### config.mk
export PLATFORM = sky130hd
export DESIGN_NAME = seg7_scan
export DESIGN_NICKNAME = d
export VERILOG_FILES = /design/src/rtl/seg7_scan.sv
export SDC_FILE = /design/constraint.sdc
export NUM_CORES = 1
export LEC_CHECK = 0
export ABC_AREA = 0
export CAP_MARGIN = 25
export CORE_ASPECT_RATIO = 1.4
export CORE_MARGIN = 2
export CORE_UTILIZATION = 56
export CTS_CLUSTER_DIAMETER = 100
export DETAILED_ROUTE_END_ITERATION = 8
export PLACE_DENSITY_LB_ADDON = 0.1
export SYNTH_ARGS = -nofsm -noshare
export SYNTH_HDL_FRONTEND = slang
export SYNTH_SLANG_ARGS = --single-unit
### constraint.sdc
create_clock -name clk -period 3.5 [get_ports clk]
set_input_delay 0.875 -clock clk [delete_from_list [all_inputs] [get_ports clk]]
set_output_delay 0.875 -clock clk [all_outputs]
set_load 0.02 [all_outputs]
### src/rtl/seg7_scan.sv
// Time-multiplexed driver for an 8-digit seven-segment display with frame-aligned
// content updates and dead time between digit slots to suppress ghosting.
module seg7_scan #(
    parameter int SCAN_DIV    = 100000,
    parameter int DEAD_CYCLES = 200
) (
    input  logic        clk,
    input  logic        rst,
    input  logic [31:0] disp_value,
    input  logic [7:0]  dp_mask,
    input  logic [7:0]  blank_mask,
    input  logic        load,
    output logic        frame_done,
    output logic [7:0]  digit_enable,
    output logic [7:0]  segment_data
);

    localparam int              CW       = (SCAN_DIV > 1) ? $clog2(SCAN_DIV) : 1;
    localparam logic [CW-1:0]   CNT_LAST = CW'(SCAN_DIV - 1);
    localparam logic [CW-1:0]   CNT_DEAD = CW'(DEAD_CYCLES);

    logic [CW-1:0] cnt;
    logic [2:0]    idx;

    logic [31:0]   pend_value;
    logic [7:0]    pend_dp;
    logic [7:0]    pend_blank;
    logic          pend_valid;

    logic [31:0]   act_value;
    logic [7:0]    act_dp;
    logic [7:0]    act_blank;

    logic          tick;
    logic          commit;
    logic          dead;
    logic [3:0]    nibble;
    logic [6:0]    glyph;

    function automatic logic [6:0] hex_decode(input logic [3:0] h);
        case (h)
            4'h0: return 7'h3F;
            4'h1: return 7'h06;
            4'h2: return 7'h5B;
            4'h3: return 7'h4F;
            4'h4: return 7'h66;
            4'h5: return 7'h6D;
            4'h6: return 7'h7D;
            4'h7: return 7'h07;
            4'h8: return 7'h7F;
            4'h9: return 7'h6F;
            4'hA: return 7'h77;
            4'hB: return 7'h7C;
            4'hC: return 7'h39;
            4'hD: return 7'h5E;
            4'hE: return 7'h79;
            default: return 7'h71;
        endcase
    endfunction

    // Content swaps only on the last tick of digit 7, so a frame never mixes old and new data.
    assign tick   = (cnt == CNT_LAST);
    assign commit = tick && (idx == 3'd7) && pend_valid;
    assign dead   = (cnt < CNT_DEAD);
    assign nibble = act_value[{idx, 2'b00} +: 4];
    assign glyph  = hex_decode(nibble);

    // NOTE: all state and outputs use non-blocking assignments so every register
    // samples the pre-edge values; blocking here would let commit see updated idx.
    always_ff @(posedge clk or negedge rst) begin
        if (!rst) begin
            cnt          <= '0;
            idx          <= '0;
            pend_value   <= '0;
            pend_dp      <= '0;
            pend_blank   <= '0;
            pend_valid   <= 1'b0;
            act_value    <= '0;
            act_dp       <= '0;
            act_blank    <= 8'hFF;
            frame_done   <= 1'b0;
            digit_enable <= '0;
            segment_data <= '0;
        end else begin
            cnt <= tick ? '0 : cnt + 1'b1;
            if (tick) idx <= idx + 3'd1;

            if (commit) begin
                act_value <= pend_value;
                act_dp    <= pend_dp;
                act_blank <= pend_blank;
            end

            // A load on the commit edge refills pending after the old contents move out.
            if (load) begin
                pend_value <= disp_value;
                pend_dp    <= dp_mask;
                pend_blank <= blank_mask;
                pend_valid <= 1'b1;
            end else if (commit) begin
                pend_valid <= 1'b0;
            end

            frame_done   <= commit;
            digit_enable <= dead ? 8'h00 : (8'h01 << idx);
            segment_data <= (dead || act_blank[idx]) ? 8'h00 : {act_dp[idx], glyph};
        end
    end

endmodule

==> out/summary.txt, run 1 <==
status: finished clean
Sequential Area: 3360 µm²
Synth Cell Area: 5730 µm²
via count: 3446
worst endpoint required time: 3.80 ns
Pwr per Cell Area: 506 nW/µm²
Synth Area in Compound Gates: 3.13%
Initial Utilization: 57.5%
clk_lat worst skew: 0.42 ns
Post-synth EDFFs: 0
syn nets: 458
Post-Route Setup TNS: 0 ns
Slew HR: 56.5%
Setup CP Type: reg2reg
# H-tree levels: 4
share of cells above drive strength 1: 30.7%
drt total wl: 10600 µm
worst reg2reg path endpoint: act_value[10]
R2R Path Start: cnt[12]
Die Span X: 89.5 µm
DR iter-0 viols: 142
measured slew at the worst slew-check pin: 0.652 ns
Most used DFF post-synth: dfrtp_1
routed vias/inst: 5.59
Seq cells post-synth: 134
Post-Synth XOR/XNOR Area: 2.45%
Final Instance Count excl. Fillers: 617
hold-fix buffers at CTS: 0
port buffer count: 67
Max Slew Vio Count: 0
RSZ-0062 raised after global routing: false
max frequency: 379 MHz
post-CTS resize count: 0
core box area: 9950 µm²
Post-Synth Simple-Gate Area: 5.94%
FILL cells: 684
slowest stage delay, CP: 0.59 ns
Synth Area in Adders: 2.84%
# setup viols final: 0
Setup Fix Bufs, Post-CTS: 0
antenna violations before repair: 0
dpl cells: 585
clock sinks: 134
Post-route DRC: 0
CTS tree: yes
final core occ: 71.7%
R2R Setup Slk: 0.86 ns
Nets: 533
clock skew: 0.0100 ns
Worst VDD drop: 0.359 mV
Gate Count Post-Synth: 394
Area growth syn-to-layout: 24.7%
Worst Hold Class: in2async
std cell rows: 43
first-pass GRT wire length: 16900 µm
total gr overflow: 0
r2r worst-path depth: 5
max-cap viol count: 0
die height: 124 µm
main combinational cell family by area after synthesis: multiplexers
GRT Overall Usage: 20.8%
routability cong.: 0.868
first-pass detailed-route iteration total: 4
multi-input logic area: 2230 µm²
io pins: 68
Worst Setup SP: cnt[12]
Die ar.: 11100 µm²
proportion of synthesized area in mux cells: 24.6%
Final Hold Viols: 0
asr flop ratio synth: 100%
DR WL/cell: 17.2 µm
largest net degree at the start of global routing: 87
Ys Warns: 0
Worst EP arrival: 2.93 ns
sequential-to-total area share from yosys stat: 58.7%
CP Max Fanout: 29
cts bufs inserted: 17
Crit-path slowest cell: and3_2
vias in the first global route: 3483
fin crit period: 2.64 ns
Root Buffer: clkbuf_16
static leakage: 0.00326 µW
crit-path cells: or4_4, nor4_1, and3_2, buf_12, mux2_2
Routed Antenna Nets: 0
Clock Path Buffers: 2
fin crit share: 75.4%
diode count: 0
Startpoint Class: flip-flop
Clk pin slew, worst setup/hold paths: 0.05 ns
Netlist cell types: 44
post-DP HPWL: 7080 µm
Worst Setup End Kind: flip-flop
Avg Cell Area, Syn: 14.5 µm²
==> cell families after synthesis <==
kind of cell / Yosys count
XOR/XNOR: 16
flip-flops: 134
AND/OR/NAND/NOR: 65
adder cells (fa/ha/maj): 13
multiplexers: 116
buffers and inverters: 24
AO/OA/AOI/OAI: 26
==> placed cells by master (no fill, tap or decap), types with 5 or more instances in the layout <==
cell | synthesis | layout
dfstp_2 | 8 | 8
xor2_1 | 9 | 9
o21ai_0 | 7 | 7
xnor2_1 | 7 | 7
nand2_1 | 12 | 12
clkdlybuf4s50_1 | 0 | 65
nor2_1 | 14 | 14
clkbuf_16 | 0 | 17
mux2_1 | 9 | 9
ha_1 | 13 | 13
nand4_1 | 5 | 5
and3_1 | 12 | 11
nand3_1 | 11 | 11
mux4_2 | 10 | 10
dfrtp_1 | 126 | 126
mux2i_1 | 7 | 7
mux2_2 | 90 | 90
buf_4 | 5 | 5
inv_1 | 6 | 6
==> final cells by class <==
type | count | share of cell area (%)
well taps | 135 | 2.37
repair buffers | 73 | 10.3
clock buffers | 24 | 6.89
inverters | 7 | 0.368
flip-flops and latches | 134 | 47.1
clock inverters | 8 | 1.68
multi-input cells | 236 | 31.3
==> synth_stat cells (5+ instances only) <==
| master | count | area share (%) |
|---|---|---|
| mux4_2 | 10 | 3.9 |
| o21ai_0 | 7 | 0.61 |
| ha_1 | 13 | 2.8 |
| mux2i_1 | 7 | 1.2 |
| inv_1 | 6 | 0.39 |
| dfrtp_1 | 126 | 55 |
| mux2_2 | 90 | 18 |
| dfstp_2 | 8 | 3.7 |
| nand4_1 | 5 | 0.55 |
| mux2_1 | 9 | 1.8 |
| xor2_1 | 9 | 1.4 |
| nand3_1 | 11 | 0.96 |
| nor2_1 | 14 | 0.92 |
| and3_1 | 12 | 1.3 |
| xnor2_1 | 7 | 1.1 |
| buf_4 | 5 | 0.66 |
| nand2_1 | 12 | 0.79 |
==> sequential cells by signal, summed over array words and instances (netlist names) <==
| register | cells |
|---|---|
| segment_data | 8 |
| act_value | 32 |
| digit_enable | 8 |
| pend_dp | 8 |
| pend_value | 32 |
| act_dp | 8 |
| act_blank | 8 |
| idx | 3 |
| cnt | 17 |
| pend_valid | 1 |
| frame_done | 1 |
| pend_blank | 8 |
==> metrics by stage <==
| stage | area (µm²) | hold slack (ns) | worst slack [ns] | total power (µW) |
|---|---|---|---|---|
| 6_report | 7140 | 0.476 | 0.862 | 3610 |
| 3_3_place_gp | 6530 | 0.452 | 0.946 | 1820 |
| 5_1_grt | 7140 | 0.495 | 0.735 | 3720 |
| 4_1_cts | 7140 | 0.477 | 0.844 | 3640 |
| 2_1_floorplan | 5730 | 0.442 | 1.06 | 1720 |
| 3_5_place_dp | 6530 | 0.465 | 0.922 | 1830 |
==> where the power goes <==
group | total, µW | switching [µW] | internal [µW]
sequential | 1640 | 34.3 | 1610
clock | 1810 | 619 | 1190
combinational | 159 | 59.6 | 99.4
==> worst max-delay path by stage <==
stage | end | slack [ns]
finish | act_value[10] | 0.86
global route | segment_data[0] | 0.74
CTS | act_value[8] | 0.84
detailed placement | segment_data[0] | 0.92
global placement | segment_data[0] | 0.95
floorplan | segment_data[0] | 1.06
==> metal layers <==
layer	wire (µm)	vias to the layer above	global-route usage, %
met4	221	0	8.40
met2	5770	81	36.2
li1	-	1579	-
met5	0	-	0
met1	4250	1765	24.1
met3	358	21	5.57
==> critical path, delay by kind of cell (launching register included) <==
| family | cells | cell delay [ns] |
|---|---|---|
| buffers and inverters | 1 | 0.26 |
| multiplexers | 1 | 0.36 |
| flip-flops | 1 | 0.42 |
| AND/OR/NAND/NOR | 3 | 1.47 |
No activity file was read; power rests on OpenSTA's default activity.
==> run 2: changes to the inputs <==
- clock period: 3.5 -> 2.5 ns (I/O delays scaled with it)
==> run 2 against run 1 <==
  * Routed wire length is 2.6% lower
  * Global-route usage is 0.44 points higher
  * Die area stayed put
  * Sequential cell count stayed put
  * Non-clock buffer count is 10 higher
  * Cell area is 0.61% higher
  * Via count is 1.5% lower
  * Clock skew is 0.0017 ns lower
  * Sequential power is 40% higher
  * Critical path type unchanged
==> out/summary.txt, run 2 (synthesized netlist as in run 1, its figures left out) <==
std cell rows: 43 (unchanged)
Post-route DRC: 0 (unchanged)
static leakage: 0.00328 µW (was 0.00326 µW)
Final Instance Count excl. Fillers: 627 (was 617)
max frequency: 431 MHz (was 379 MHz)
commonest non-fill, non-tap cell in the layout: dfrtp_1 (unchanged)
share of cells above drive strength 1: 32.5% (was 30.7%)
top flop regs: act_value: 32 flops, pend_value: 32 flops, cnt: 17 flops (unchanged)
die height: 124 µm (unchanged)
# setup viols final: 0 (unchanged)
antenna violations before repair: 0 (unchanged)
post-DP HPWL: 7220 µm (was 7080 µm)
DR WL/cell: 16.5 µm (was 17.2 µm)
Worst Hold Class: in2async (unchanged)
DR iter-0 viols: 139 (was 142)
Worst Setup SP: cnt[12] (unchanged)
Root Buffer: clkbuf_16 (unchanged)
core box area: 9950 µm² (unchanged)
max-cap viol count: 0 (unchanged)
clk_lat worst skew: 0.41 ns (was 0.42 ns)
Worst VDD drop: 0.464 mV (was 0.359 mV)
Post-Route Setup TNS: 0 ns (unchanged)
diode count: 0 (unchanged)
Die ar.: 11100 µm² (unchanged)
Initial Utilization: 57.5% (unchanged)
largest net degree at the start of global routing: 50 (was 87)
Slew HR: 63.7% (was 56.5%)
clock sinks: 134 (unchanged)
worst slack at placement: 0.126 ns (was 0.922 ns)
Pwr per Cell Area: 678 nW/µm² (was 506 nW/µm²)
Nets: 543 (was 533)
R2R Path Start: cnt[12] (unchanged)
CP Max Fanout: 49 (was 29)
cts bufs inserted: 17 (unchanged)
hold-fix buffers at CTS: 0 (unchanged)
Routed Antenna Nets: 0 (unchanged)
GRT Overall Usage: 21.3% (was 20.8%)
worst endpoint required time: 2.79 ns (was 3.80 ns)
fin crit period: 2.32 ns (was 2.64 ns)
r2r worst-path depth: 5 (unchanged)
routability cong.: 0.863 (was 0.868)
clock skew: 0.00833 ns (was 0.0100 ns)
Area growth syn-to-layout: 25.4% (was 24.7%)
drt total wl: 10300 µm (was 10600 µm)
Clock Path Buffers: 2 (unchanged)
multi-input logic area: 2230 µm² (unchanged)
dpl cells: 595 (was 585)
fin crit share: 92.8% (was 75.4%)
first-pass detailed-route iteration total: 4 (unchanged)
power consumption: 4870 µW (was 3610 µW)
Die Span X: 89.5 µm (unchanged)
total gr overflow: 0 (unchanged)
first-pass GRT wire length: 17300 µm (was 16900 µm)
Worst Setup End Kind: flip-flop (unchanged)
RSZ-0062 raised after global routing: false (unchanged)
Sequential Area: 3360 µm² (about the same)
setup slack after layout: 0.179 ns (was 0.862 ns)
# H-tree levels: 4 (unchanged)
Worst EP arrival: 2.61 ns (was 2.93 ns)
port buffer count: 67 (unchanged)
Startpoint Class: flip-flop (unchanged)
io pins: 68 (unchanged)
most frequent cells in the layout: 125 x dfrtp_1, 90 x mux2_2, 65 x clkdlybuf4s50_1, 17 x clkbuf_16 (was 126 x dfrtp_1, 90 x mux2_2, 65 x clkdlybuf4s50_1, 17 x clkbuf_16, 14 x nor2_1)
measured slew at the worst slew-check pin: 0.540 ns (was 0.652 ns)
Clk pin slew, worst setup/hold paths: 0.05 ns (about the same)
Max Slew Vio Count: 0 (unchanged)
Setup CP Type: reg2reg (unchanged)
FILL cells: 696 (was 684)
routed vias/inst: 5.41 (was 5.59)
status: finished clean (unchanged)
via count: 3395 (was 3446)
Final Hold Viols: 0 (unchanged)
CTS tree: yes (unchanged)
vias in the first global route: 3583 (was 3483)
-- run 2: repair_timing --
action                                  4_1_cts  5_1_grt
buffers inserted                              0        0
resized for setup                             0        1
endpoints found under the setup margin        0        3
-- run 2: cell type report --
cell class / count / share of cell area [%]
inverter: 7 / 0.366
tap: 135 / 2.35
multi-input combinational: 236 / 31.1
timing repair buffer: 83 / 11.4
clock buffer: 19 / 6.03
clock inverter: 13 / 1.86
sequential: 134 / 46.9
-- run 2: worst paths after layout --
check	end	slack, ns
worst max-delay path	act_dp[6]	0.18
worst min-delay path	pend_value[2]	0.20
worst max register to register	act_dp[6]	0.18
worst min register to register	pend_valid	0.48
max in group asynchronous	digit_enable[3]	1.61
min in group clk	pend_valid	0.48
-- run 2: metal layers --
metal | wire [µm] | track usage (%) | share of wire (%)
met1 | 4310 | 25.7 | 42
met2 | 5490 | 36.3 | 53
met3 | 336 | 5.96 | 3.3
met4 | 184 | 7.46 | 1.8
met5 | 0 | 0 | 0
-- run 2: report_power, final --
part,internal (µW),leakage (µW),total (µW),switching (µW)
logic,145,0.00131,232,86.5
registers,2250,0.00171,2290,44.3
clock network,1460,0.000261,2340,883
total,3850,0.00328,4870,1010
-- run 2: critical path: stages, from the launching register on --
cell and delay, ns:
dfrtp_1 0.42, or4_4 0.55, nor4_1 0.29, and3_2 0.26, buf_12 0.25, mux2_2 0.38
-- run 2: through the flow --
stage          util [%]  hold WS (ns)  area [µm²]
2_1_floorplan         -         0.329        5730
3_3_place_gp       66.4         0.459        6610
3_5_place_dp       66.4         0.473        6610
4_1_cts            72.1         0.215        7180
5_1_grt            72.1         0.227        7180
6_report           72.1         0.200        7180
